`src/rtl/spi_master_pkg.sv`:
```
// Shared types and default widths for the SPI master transmit path.
package spi_master_pkg;

    localparam int DATA_WIDTH = 32;
    localparam int CNT_WIDTH  = 16;
    localparam int DIV_WIDTH  = 8;

    typedef enum logic [1:0] {
        IDLE,
        WAIT_DATA,
        SHIFT,
        DONE
    } state_t;

endpackage

```
`src/rtl/spi_master_clkgen.sv`:
```
// SCLK generator: divider counter and SCLK register, with one-cycle strobes
// flagging the rise or fall that takes effect on the next clk_i edge.
module spi_master_clkgen #(
    parameter int DIV_WIDTH = spi_master_pkg::DIV_WIDTH
) (
    input  logic                 clk_i,
    input  logic                 rst_ni,
    input  logic                 clr_i,
    input  logic                 en_i,
    input  logic [DIV_WIDTH-1:0] clk_div_i,
    output logic                 sclk_o,
    output logic                 rise_o,
    output logic                 fall_o
);

    logic [DIV_WIDTH-1:0] div_cnt;
    logic                 sclk_q;
    logic                 tick;

    assign tick   = en_i && (div_cnt == clk_div_i);
    assign rise_o = tick && !sclk_q;
    assign fall_o = tick && sclk_q;
    assign sclk_o = sclk_q;

    always_ff @(posedge clk_i or negedge rst_ni) begin
        if (!rst_ni) begin
            div_cnt <= '0;
            sclk_q  <= 1'b0;
        end else if (clr_i) begin
            div_cnt <= '0;
            sclk_q  <= 1'b0;
        end else if (en_i) begin
            if (tick) begin
                div_cnt <= '0;
                sclk_q  <= ~sclk_q;
            end else begin
                div_cnt <= div_cnt + 1'b1;
            end
        end
    end

endmodule

```
`src/rtl/spi_master_tx.sv`:
```
// SPI mode-0 transmit engine: pulls words from the TX FIFO and shifts them
// out MSB-first for a programmable number of bits.
module spi_master_tx #(
    parameter int DATA_WIDTH = spi_master_pkg::DATA_WIDTH,
    parameter int CNT_WIDTH  = spi_master_pkg::CNT_WIDTH,
    parameter int DIV_WIDTH  = spi_master_pkg::DIV_WIDTH
) (
    input  logic                  clk_i,
    input  logic                  rst_ni,
    input  logic                  clr_i,
    input  logic                  en_i,
    input  logic [CNT_WIDTH-1:0]  counter_in_i,
    input  logic [DIV_WIDTH-1:0]  clk_div_i,
    input  logic [DATA_WIDTH-1:0] data_i,
    input  logic                  valid_i,
    output logic                  ready_o,
    output logic                  sclk_o,
    output logic                  sdo_o,
    output logic                  busy_o,
    output logic                  done_o
);

    import spi_master_pkg::*;

    localparam int WB_W = $clog2(DATA_WIDTH);

    state_t                state_q, state_d;
    logic [CNT_WIDTH-1:0]  count_q;
    logic [CNT_WIDTH-1:0]  bits_sent;
    logic [CNT_WIDTH-1:0]  bits_next;
    logic [WB_W-1:0]       word_bits;
    logic [DATA_WIDTH-1:0] shift_reg;
    logic                  sdo_q;
    logic                  latch_cnt, load_word, shift_bit;
    logic                  clkgen_en, sclk_fall, sclk_rise_unused;

    assign bits_next = bits_sent + 1'b1;
    assign clkgen_en = (state_q == SHIFT);

    spi_master_clkgen #(
        .DIV_WIDTH(DIV_WIDTH)
    ) u_clkgen (
        .clk_i    (clk_i),
        .rst_ni   (rst_ni),
        .clr_i    (clr_i || !clkgen_en),
        .en_i     (clkgen_en),
        .clk_div_i(clk_div_i),
        .sclk_o   (sclk_o),
        .rise_o   (sclk_rise_unused),
        .fall_o   (sclk_fall)
    );

    always_ff @(posedge clk_i or negedge rst_ni) begin
        if (!rst_ni) begin
            state_q <= IDLE;
        end else if (clr_i) begin
            state_q <= IDLE;
        end else begin
            state_q <= state_d;
        end
    end

    always_comb begin
        state_d   = state_q;
        ready_o   = 1'b0;
        latch_cnt = 1'b0;
        load_word = 1'b0;
        shift_bit = 1'b0;
        case (state_q)
            IDLE: begin
                if (en_i) begin
                    latch_cnt = 1'b1;
                    state_d   = (counter_in_i == '0) ? DONE : WAIT_DATA;
                end
            end
            WAIT_DATA: begin
                ready_o = 1'b1;
                if (valid_i) begin
                    load_word = 1'b1;
                    state_d   = SHIFT;
                end
            end
            SHIFT: begin
                // Data only moves on the falling edge; the slave samples on the rise.
                if (sclk_fall) begin
                    shift_bit = 1'b1;
                    if (bits_next == count_q) begin
                        state_d = DONE;
                    end else if (word_bits == WB_W'(DATA_WIDTH - 1)) begin
                        state_d = WAIT_DATA;
                    end
                end
            end
            DONE: begin
                state_d = IDLE;
            end
            default: state_d = IDLE;
        endcase
    end

    always_ff @(posedge clk_i or negedge rst_ni) begin
        if (!rst_ni) begin
            count_q   <= '0;
            bits_sent <= '0;
            word_bits <= '0;
            shift_reg <= '0;
            sdo_q     <= 1'b0;
        end else if (clr_i) begin
            count_q   <= '0;
            bits_sent <= '0;
            word_bits <= '0;
            shift_reg <= '0;
            sdo_q     <= 1'b0;
        end else begin
            if (latch_cnt) begin
                count_q   <= counter_in_i;
                bits_sent <= '0;
            end
            if (load_word) begin
                shift_reg <= data_i;
                word_bits <= '0;
                sdo_q     <= data_i[DATA_WIDTH-1];
            end
            if (shift_bit) begin
                shift_reg <= {shift_reg[DATA_WIDTH-2:0], 1'b0};
                bits_sent <= bits_next;
                word_bits <= word_bits + 1'b1;
                // Between words sdo keeps the bit just sent; it drops to 0 at the end.
                if (state_d == SHIFT) begin
                    sdo_q <= shift_reg[DATA_WIDTH-2];
                end else if (state_d == DONE) begin
                    sdo_q <= 1'b0;
                end
            end
        end
    end

    assign sdo_o  = sdo_q;
    assign busy_o = (state_q != IDLE);
    assign done_o = (state_q == DONE);

endmodule

```
`config.mk`:
```
export PLATFORM = sky130hd
export DESIGN_NAME = spi_master_tx
export DESIGN_NICKNAME = d
export VERILOG_FILES = /design/src/rtl/spi_master_pkg.sv /design/src/rtl/spi_master_clkgen.sv /design/src/rtl/spi_master_tx.sv
export SDC_FILE = /design/constraint.sdc
export NUM_CORES = 1
export LEC_CHECK = 0
export BUFFER_PORTS_ARGS = -buffer_cell sky130_fd_sc_hd__buf_2
export CAP_MARGIN = 30
export CORE_MARGIN = 3
export CORE_UTILIZATION = 40
export DETAILED_ROUTE_END_ITERATION = 8
export PLACE_DENSITY_LB_ADDON = 0.2
export REMOVE_ABC_BUFFERS = 1
export SKIP_CTS_REPAIR_TIMING = 1
export SLEW_MARGIN = 20
export SYNTH_ARGS = -nofsm -noshare
export SYNTH_HDL_FRONTEND = slang
export SYNTH_SLANG_ARGS = --single-unit
```
`constraint.sdc`:
```
create_clock -name clk_i -period 2.9 [get_ports clk_i]
set_input_delay 0 -clock clk_i [delete_from_list [all_inputs] [get_ports clk_i]]
set_output_delay 0 -clock clk_i [all_outputs]
set_load 0.01 [all_outputs]
```
==> results summary, run 1 <==
The count of different cell masters after synthesis is 48. The slew at the pin closest to its max-slew limit is ~0.67 ns. The die extent in x came out at between 100 and 150 µm. The overall overflow remaining after global route is 0.

The via-per-instance ratio came out at approximately 5.4. The longest clock path from root to sink contains 2 buffers. For the final database, setup skew stands at 0.0119 ns. The die extent in y is roughly 110 µm. The non-filler instance count after layout is slightly below 700. The register with the most flip-flops in the layout has 31 of them. The layout filler cell count came out at a little under 1000. The die covers 12300 µm². Across the VDD grid, the largest voltage drop is ~0.26 mV. Setup violations remaining at the end of the flow were counted as 0.

After detailed routing, the wire length on met1 is between 4000 and 5000 µm. The clock period minus final worst setup slack is 2.71 ns. The routed design uses between 5000 and 6000 µm of met2 wire.

Row generation in the floorplan step produced 37 rows. The cell type with the largest total area after synthesis is dfrtp_1. A synthesized cell averages around 9.4 µm². The depth of the worst register-to-register path came out at 9.

The final layout contains routed wiring with a total length of ~11000 µm. The initial antenna violation count came out at 0. The pin count of the biggest net entering global routing is 62. The post-placement worst setup slack is 0.155 ns. The final count of hold timing violations came out at 16. The headroom to the max-slew limit is 0.551. The share of flip-flops with an asynchronous set or reset is 1.00.

The final-layout worst hold slack came out at -0.0229 ns. The final worst setup slack is 0.192 ns. The clock transition at the registers of the reported paths is roughly 0.09 ns. The category of the critical setup timing path is flop to flop.

The H-tree was split into 3 levels. The number of synthesized flops with an enable pin came out at 0. Detailed placement ended at an HPWL of around 7400 µm. In this run the critical register-to-register path is captured at sdo_o. The via count of the first global-routing pass came to 3618.

The endpoint of the worst hold-timing path is shift_reg[10]. The core footprint is approximately 11000 µm². dfrtp_1 is the most common cell in the netlist. The instance count after placement with tap cells included came out at roughly 650. STA classifies the critical path endpoint as a flop. The summed negative setup slack over all endpoints came out at 0 ns. The most used flip-flop cell after synthesis is dfrtp_1. Of the cells placed in the final design, the portion with a size suffix greater than 1 is 0.194.

The number of search-and-repair iterations in the first detailed-routing pass is 5. The max-capacitance violation count is 0. The final reports fail on negative hold slack. The highest metal layer with signal wires is met4. In the finished design, the share of the clock period the worst path needs comes to 0.934. The depth of the worst hold-timing path came out at 3. The last weighted congestion value of the routability-driven placer came out at ~0.8. The number of top-level pins came out at 66. For this run, design rule violations remaining after detail routing come to 0. The clock reaches the later pin of the worst-skew pair after 0.35 ns.

TritonCTS built the clock tree. The post-synthesis register bit count came out at 80. The total power per unit cell area came out at ~450 nW/µm². The arrival time reported for the critical path endpoint came out at between 2 and 3 ns.

The area growth from synthesis to final layout came out at 22.5%. The sequential cell area fraction in the yosys report came out at 0.456. The met3 routed wirelength is roughly 480 µm. The wire length per cell after detailed routing is between 15 and 20 µm.

The number of buffers added on ports is 65. The total global routing track utilization came out at 0.174. By area the synthesized netlist is led by dfrtp_1 (46%), mux2i_1 (7.3%), a211oi_1 (5.5%), xnor2_1 (5.0%), nor2_1 (5.0%). After the last flow step, the layout net total stands at 618.

At the worst endpoint, the required time is 3.12 ns. The count of vias placed by the detailed router came out at 3729. The wire length of the first global-routing pass came out at approximately 18000 µm.

By count the netlist is led by dfrtp_1 (80), nor2_1 (58), nand2_1 (50). In this run the register-to-register setup slack is 0.19 ns. The number of max-slew violations in the final report was 0. The reg-to-reg startpoint is bits_sent[0]. The remaining antenna violation count after routing is 0. The violation count after the first detailed-route iteration is between 150 and 200. The share of the synthesized area in the top cell type is 0.456. The tightest min-delay check is of the primary input to flop type. The Yosys warning count is 0. CTS placed an instance of clkbuf_8 at the clock tree root.

The total inserted antenna cells came out at 0. The standby leakage power came out at roughly 2.6 nW. Along the worst path, the maximum fanout reaches 8.

The number of clock sinks seen by CTS is 80. Setup repair after global routing left no endpoint under its margin. The flow ran to the end, but the final reports show violations. The initial core utilization is 0.418. The number of CTS-inserted buffers is 9. STA classifies the critical path startpoint as a flop. The synthesized netlist occupies a cell area of 4390 µm². The worst hold path begins at data_i[10].

The maximum achievable frequency came out at between 300 and 400 MHz. The synthesized instance count came out at between 400 and 500.
kinds of logic after synthesis:
family,after synthesis,synth area share
and+or+nand+nor,167,0.183
AOI/OAI and AO/OA,114,0.173
DFF,80,0.456
buffers and inverters,36,0.0339
xor gates and xnor gates,35,0.0699
muxes,32,0.0730
adders and majority gates,4,0.0114
layer usage:
metal / vias to the layer above / GRT usage
met5: - / 0
met4: 0 / 0.0755
met3: 24 / 0.0404
met2: 100 / 0.273
met1: 1760 / 0.229
li1: 1845 / -
report_power, final:
part	total (mW)	switching, mW	leakage (nW)	internal, mW
Combinational	0.355	0.187	1.37	0.168
Sequential	1.19	0.0341	1.10	1.16
Clock	0.877	0.426	0.106	0.451
Total	2.43	0.647	2.58	1.78
cell usage in the layout (no fill, tap or decap), types with 15 or more instances in the layout:
cell type and n:
a211oi_1 32, a21oi_1 29, buf_2 64, dfrtp_1 80, dlygate4sd3_1 29, mux2i_1 32
nand2_1 49, nand3_1 17, nor2_1 58, o21ai_1 15, xnor2_1 25
critical path, cell delays in order (launching register included):
cell	delay, ns
dfrtp_1	0.47
ha_2	0.30
nand4_2	0.26
xnor2_1	0.22
a211o_1	0.30
a2111oi_4	0.37
nand4_2	0.19
a31o_1	0.26
a21oi_1	0.15
a211oi_2	0.06
per-stage QoR:
stage	area, µm²	utilization	power (mW)	hold WS (ns)
4_1_cts	5080	0.484	2.43	-0.437
3_5_place_dp	4870	0.463	1.54	-0.0415
6_report	5370	0.511	2.43	-0.0229
5_1_grt	5370	0.511	2.54	0.000997
2_1_floorplan	4260	-	1.40	-0.296
3_3_place_gp	4830	0.460	1.53	0.247
worst max-delay path by stage:
stage,start,end,slack [ns]
2_1_floorplan,u_clkgen.div_cnt[5],bits_sent[12],0.26
3_3_place_gp,bits_sent[0],sdo_o,0.25
3_5_place_dp,bits_sent[0],sdo_o,0.15
4_1_cts,bits_sent[0],sdo_o,0.12
5_1_grt,bits_sent[0],sdo_o,0.006
6_report,bits_sent[0],sdo_o,0.19
cell type report:
type / instances / area (µm²) / area share
repair buffers: 105 / 721 / 0.134
clock inverters: 5 / 63.8 / 0.0119
multi-input cells: 352 / 2250 / 0.418
flip-flops and latches: 80 / 2000 / 0.373
well taps: 136 / 170 / 0.0317
clock buffers: 11 / 151 / 0.0282
inverters: 5 / 18.8 / 0.00349
(Power assumes the default switching activity.)
==> inputs of run 2 (changes only) <==
Clock period 2.9 ns to 3.4 ns, I/O delays scaled along.
==> run 2 against run 1 <==
Net effect:
- the flow still finishes with violations (negative hold slack)
- sequential share of layout area up 0.44 points
- global-route usage down 0.43 points
- die area unchanged
- cell count down 1.0%
- total power down 13%
- cell area down 1.2%
- register-to-register slack better by 0.43 ns
- sequential power down 14%
- critical path depth unchanged
- worst setup slack better by 0.43 ns
- critical path type unchanged
- critical endpoint unchanged
- largest cell class unchanged
==> results summary, run 2 (synthesis results as in run 1) <==
The count of vias placed by the detailed router came out at 3719 (-0.27%). STA classifies the critical path endpoint as a flop. The overall overflow remaining after global route was 0 (unchanged). The wire length per cell after detailed routing is 15.2 µm (-0.29%). The run finished, with violations left.

The number of setup violations in the final report came out at 0 (unchanged). The number of buffers added on ports came out at 65 (unchanged). The total global routing track utilization came out at 0.169 (-0.00433). The post-route total power came out at 2.10 mW (-13%). The most critical setup path has its startpoint at bits_sent[0]. The final count of hold timing violations was 18 (+2). The max-capacitance violation count came to 0 (unchanged). The last weighted congestion value of the routability-driven placer came out at 0.857 (+4.6%). The global-route met2 utilization is 0.274 (+0.000809). The via count of the first global-routing pass was 3592 (-0.72%). The part of the power in combinational logic came out at 0.142 (-0.004). The violation count after the first detailed-route iteration came out at 137 (-20%). The pin count of the biggest net entering global routing is 61 (-1.6%). The worst setup skew after layout is 0.0117 ns (-0.000227 ns). The setup path with the least slack is of type flop to flop. The die extent in y is 111 µm (unchanged). The die extent in x is 111 µm (unchanged). The initial antenna violation count was 0 (unchanged).

The initial core utilization came out at 0.418 (unchanged). The biggest fanout along the worst timing path came to 8 (unchanged). The depth of the worst register-to-register path was 9 (unchanged). The area growth from synthesis to final layout is 21.0%. The core footprint is 10500 µm² (unchanged). In this run the critical register-to-register path is launched from bits_sent[0]. The switching portion of total power is 0.264 (-0.00282).

The wire length of the first global-routing pass is 17400 µm (-1.9%). The global-route met3 utilization came out at 0.0448 (+0.00437). The maximum level of the CTS H-tree is 3 (unchanged). The via-per-instance ratio is 5.41 (+0.75%).

The final-layout worst hold slack came out at -0.0246 ns (-0.00168 ns). The summed negative setup slack over all endpoints is 0 ns (unchanged). The post-DP HPWL came out at 7170 µm (-2.7%). The number of flip-flops under the largest register name is 31 (unchanged). The path class of the tightest hold or removal check is primary input to flop. The remaining design rule violation count came to 0 (unchanged). The clock network fraction of total power was 0.373 (+0.011). The number of search-and-repair iterations in the first detailed-routing pass came out at 4 (-1).

The root buffer cell chosen for the clock tree is clkbuf_8. Setup repair after global routing left no endpoint under its margin. The total inserted antenna cells is 0 (unchanged). The number of clock sinks seen by CTS is 80 (unchanged). The endpoint of the worst setup timing path is sdo_o. The switching component of the power is 0.555 mW (-14%). The total wirelength of the detailed-routed design is 10400 µm (-1.3%). The depth of the worst hold-timing path is 3 (unchanged). The deepest clock path buffer count is 2 (unchanged). STA classifies the critical path startpoint as a flop. In the layout the commonest cells are dfrtp_1 (80), buf_2 (64), nor2_1 (58), nand2_1 (49). The post-layout utilization of the core came out at 0.505 (-0.00595).

The number of max-slew violations in the final report was 0 (unchanged). The final reports fail on negative hold slack. The leading cell type in the layout, fill and taps excluded is dfrtp_1.

The share of cells above drive strength 1 came out at 0.183 (-0.0102). The worst voltage drop across the vdd grid is 0.194 mV (-24%). The placement row count is 37 (unchanged). The arrival time reported for the critical path endpoint came out at 2.99 ns (+0.06 ns). The met1 track demand over resource in global routing is 0.224 (-0.00573). The insertion delay of the later-clocked pin in the worst-skew pair is 0.35 ns (about the same).

The standby leakage power is 2.54 nW (-1.3%). The register-to-register setup slack is 0.62 ns (+0.43 ns). The clock period minus final worst setup slack is 2.78 ns (+0.0680 ns).

The maximum achievable frequency came out at 360 MHz (-2.4%). The endpoint identified for the worst register-to-register timing path is sdo_o. The floorplan die area was 12300 µm² (unchanged).

The clock transition at the registers of the reported paths came out at 0.09 ns (about the same). The number of CTS-inserted buffers is 9 (unchanged). The remaining antenna violation count after routing came out at 0 (unchanged). The number of top-level pins came out at 66 (unchanged). The period utilization is 0.816 (-0.117).

The net total in the final layout came out at 611 (-1.1%). The TritonCTS clock tree is built. The slew at the pin closest to its max-slew limit is 0.657 ns (-0.0139 ns). The total power per unit cell area is 396 nW/µm² (-12%). After global routing, the most crowded layer is met2.

The headroom to the max-slew limit is 0.559 (+0.00806). The internal power is 1.55 mW (-13%). The data required time at the worst endpoint is 3.61 ns (+0.49 ns).

The sequential power share is 0.484 (-0.008).
## run 2: cell type report
cell class / instances / area [µm²]
fillers: 975 / 5200
multi-input cells: 352 / 2240
flip-flops and latches: 80 / 2000
repair buffers: 98 / 661
well taps: 136 / 170
clock buffers: 10 / 128
clock inverters: 6 / 92.6
inverters: 5 / 18.8
## run 2: worst min-delay path by stage
stage               slack [ns]            end  startpoint
finish                   -0.02  shift_reg[15]  data_i[15]
global route             0.001   shift_reg[5]   data_i[5]
CTS                      -0.40   bits_sent[6]      rst_ni
detailed placement       -0.02   bits_sent[5]      rst_ni
global placement          0.25   bits_sent[3]      rst_ni
floorplan                -0.30   bits_sent[0]      rst_ni
## run 2: power groups by stage
stage                     Clock [mW]  Sequential (mW)  Combinational, mW
final                          0.785             1.02              0.299
after global placement             0             1.04              0.270
after detailed placement           0             1.04              0.279
after floorplan                    0             1.03              0.163
after CTS                      0.806             1.02              0.280
after global routing           0.846             1.02              0.335
## run 2: layer usage
| layer | wire, µm | vias up |
|---|---|---|
| met5 | 0 | - |
| met4 | 178 | 0 |
| met3 | 502 | 14 |
| met2 | 5070 | 91 |
| met1 | 4680 | 1792 |
| li1 | - | 1822 |
## run 2: stage by stage
step           area (µm²)  cells  hold slack (ns)  setup WS [ns]
6_report             5310    687          -0.0246          0.624
5_1_grt              5310    687          0.00148          0.433
4_1_cts              5050    661           -0.404          0.657
3_5_place_dp         4830    645          -0.0153          0.656
3_3_place_gp         4800    644            0.249          0.764
2_1_floorplan        4260    437           -0.296          0.761
## run 2: critical path, cell delays in order, from the launching register on
cell       delay [ns]
dfrtp_1          0.47
ha_1             0.33
nand4_2          0.28
nor2_1           0.40
a31oi_1          0.20
a2111oi_4        0.30
nand4_2          0.18
a31o_1           0.26
a21oi_1          0.15
a211oi_2         0.06
==> inputs of run 3 (changes only) <==
Clock period 3.4 ns to 2.5 ns, I/O delays scaled along.
==> run 3 against run 2 <==
Net effect:
- the run still ends with negative hold slack left
- non-clock buffer count up 23
- register-to-register slack worse by 0.50 ns
- die area unchanged
- total power up 35%
- cell count up 3.3%
- clock skew up 0.0016 ns
- sequential share of layout area down 1.5 points
- combinational power up 41%
- worst setup slack worse by 0.50 ns
- maximum frequency up 17%
- global-route usage up 0.40 points
- critical path type unchanged
- highest routed layer unchanged
==> results summary, run 3 (synthesis results as in run 1) <==
The max-capacitance violation count came to 0 (unchanged). The number of buffers added on ports is 65 (unchanged). The category of the critical setup timing path is flop to flop.

The remaining antenna violation count after routing is 0 (unchanged). The number of clock sinks seen by CTS came out at 80 (unchanged). The overall overflow remaining after global route is 0 (unchanged).

The arrival time reported for the critical path endpoint came out at 2.59 ns (-0.40 ns). The part of the power in combinational logic was 0.149 (+0.007). The switching component of the power is 0.807 mW (+45%). The slew at the pin closest to its max-slew limit was 0.576 ns (-0.0802 ns).

The deepest clock path buffer count was 2 (unchanged). The summed negative setup slack over all endpoints came out at 0 ns (unchanged). The data required time at the worst endpoint is 2.72 ns (-0.89 ns). The leading cell type in the layout, fill and taps excluded is dfrtp_1. The clock transition at the registers of the reported paths came out at 0.10 ns (about the same). The via count of the first global-routing pass came out at 3649 (+1.6%). The share of cells above drive strength 1 came out at 0.216 (+0.0327). The switching portion of total power is 0.284 (+0.0205). The path class of the tightest hold or removal check is primary input to flop. The clock period minus final worst setup slack came out at 2.37 ns (-0.404 ns). The total inserted antenna cells came out at 0 (unchanged).

The worst voltage drop across the vdd grid came out at 0.304 mV (+56%). The wire length of the first global-routing pass came to 17600 µm (+0.99%). The number of setup violations in the final report is 0 (unchanged). The TritonCTS clock tree is built. The net total in the final layout was 634 (+3.8%).

The final count of hold timing violations was 13 (-5). The final-layout worst hold slack is -0.0315 ns (-0.00689 ns). The layout filler cell count came out at 958 (-1.7%).

The floorplan die area was 12300 µm² (unchanged). The die extent in x came to 111 µm (unchanged). The die extent in y is 111 µm (unchanged). The flow ran to the end, but the final reports show violations. Compared with the post-synthesis result, the final layout area differs by 26.3%. The initial antenna violation count is 0 (unchanged).

Setup repair after global routing left no endpoint under its margin. The post-route total power is 2.84 mW (+35%). The headroom to the max-slew limit came out at 0.615 (+0.0562). The sequential power share came to 0.488 (+0.004).

The biggest fanout along the worst timing path came out at 5 (-3). The via-per-instance ratio was 5.26 (-2.9%). The library cells used most frequently in the layout, excluding fill and tap cells, are dfrtp_1 (76), buf_2 (64), nor2_1 (58), nand2_1 (49), dlygate4sd3_1 (33).

The last weighted congestion value of the routability-driven placer is 0.817 (-4.7%). The initial core utilization came out at 0.418 (unchanged). The total global routing track utilization is 0.173 (+0.00398). The number of top-level pins was 66 (unchanged). The master cell of the clock root buffer is clkbuf_8.

The clock network fraction of total power came out at 0.363 (-0.010). The number of CTS-inserted buffers is 9 (unchanged). The post-layout utilization of the core is 0.527 (+0.0220). The post-DP HPWL came out at 7370 µm (+2.8%).

The maximum level of the CTS H-tree is 3 (unchanged). The maximum achievable frequency came out at 422 MHz (+17%). The number of search-and-repair iterations in the first detailed-routing pass came out at 4 (unchanged).

The core footprint came out at 10500 µm² (unchanged). The total power per unit cell area came out at 512 nW/µm² (+29%). The internal power came out at 2.03 mW (+31%). The insertion delay of the later-clocked pin in the worst-skew pair came out at 0.36 ns (about the same). The remaining design rule violation count came out at 0 (unchanged). The number of max-slew violations in the final report came to 0 (unchanged). The number of flip-flops under the largest register name came out at 31 (unchanged).

The count of vias placed by the detailed router is 3732 (+0.35%). The placement row count was 37 (unchanged). The pin count of the biggest net entering global routing is 66 (+8.2%).

The final standard cell area without fillers came to 5540 µm² (+4.4%). The worst setup skew after layout came out at 0.0133 ns (+0.00160 ns). The endpoint kind of the worst setup timing path is a flop. The standby leakage power came to 2.69 nW (+5.7%). The period utilization was 0.949 (+0.132). The cell area after placement came out at 4980 µm² (+3.0%). The violation count after the first detailed-route iteration came out at 162 (+18%). The total wirelength of the detailed-routed design is 10500 µm (+0.60%). The wire length per cell after detailed routing came out at 14.8 µm (-2.7%). The worst setup path is launched from a flop. The checks that failed: negative hold slack.
run 3: final timing paths:
kind | from | endpoint | slack, ns | depth (start not counted)
setup / recovery | bits_sent[0] | sdo_o | 0.13 | 10
hold / removal | data_i[3] | shift_reg[3] | -0.03 | 3
setup reg to reg | bits_sent[0] | sdo_o | 0.13 | 10
hold reg to reg | bits_sent[15] | bits_sent[15] | 0.51 | 1
max in group asynchronous | rst_ni | shift_reg[18] | 1.79 | 3
min in group asynchronous | rst_ni | count_q[3] | 0.12 | 2
run 3: final cells by class:
class,count,area (µm²),share of cell area
Clock buffer,9,124,0.0223
Sequential cell,80,2010,0.362
Inverter,5,18.8,0.00339
Tap cell,136,170,0.0307
Timing Repair Buffer,121,876,0.158
Clock inverter,7,83.8,0.0151
Multi-Input combinational cell,352,2260,0.408
run 3: power by group through the flow:
stage | Combinational (mW) | Sequential [mW] | Clock [mW]
after floorplan | 0.222 | 1.40 | 0
after global placement | 0.374 | 1.41 | 0
after global routing | 0.470 | 1.39 | 1.12
after detailed placement | 0.384 | 1.41 | 0
final | 0.422 | 1.38 | 1.03
after CTS | 0.386 | 1.39 | 1.05
run 3: layer usage:
metal	vias up	global-route usage	share of wire
li1	1877	-	-
met1	1762	0.221	0.45
met2	69	0.293	0.49
met3	24	0.0388	0.041
met4	0	0.0550	0.021
met5	-	0	0
run 3: critical path, stage by stage (launching register included):
cell and delay [ns]:
dfrtp_1 0.37, buf_4 0.14, nand3_2 0.08, buf_4 0.17, or4_4 0.45, a211oi_2 0.16, o221a_1 0.23, nand4_2 0.15
a31o_1 0.29, a21oi_2 0.13, a211oi_2 0.05
run 3: metrics by stage:
step / instances / worst slack [ns]
finish: 710 / 0.128
global route: 710 / 0.000838
CTS: 677 / 0.0171
detailed placement: 661 / 0.0441
global placement: 660 / 0.0795
floorplan: 437 / -0.139
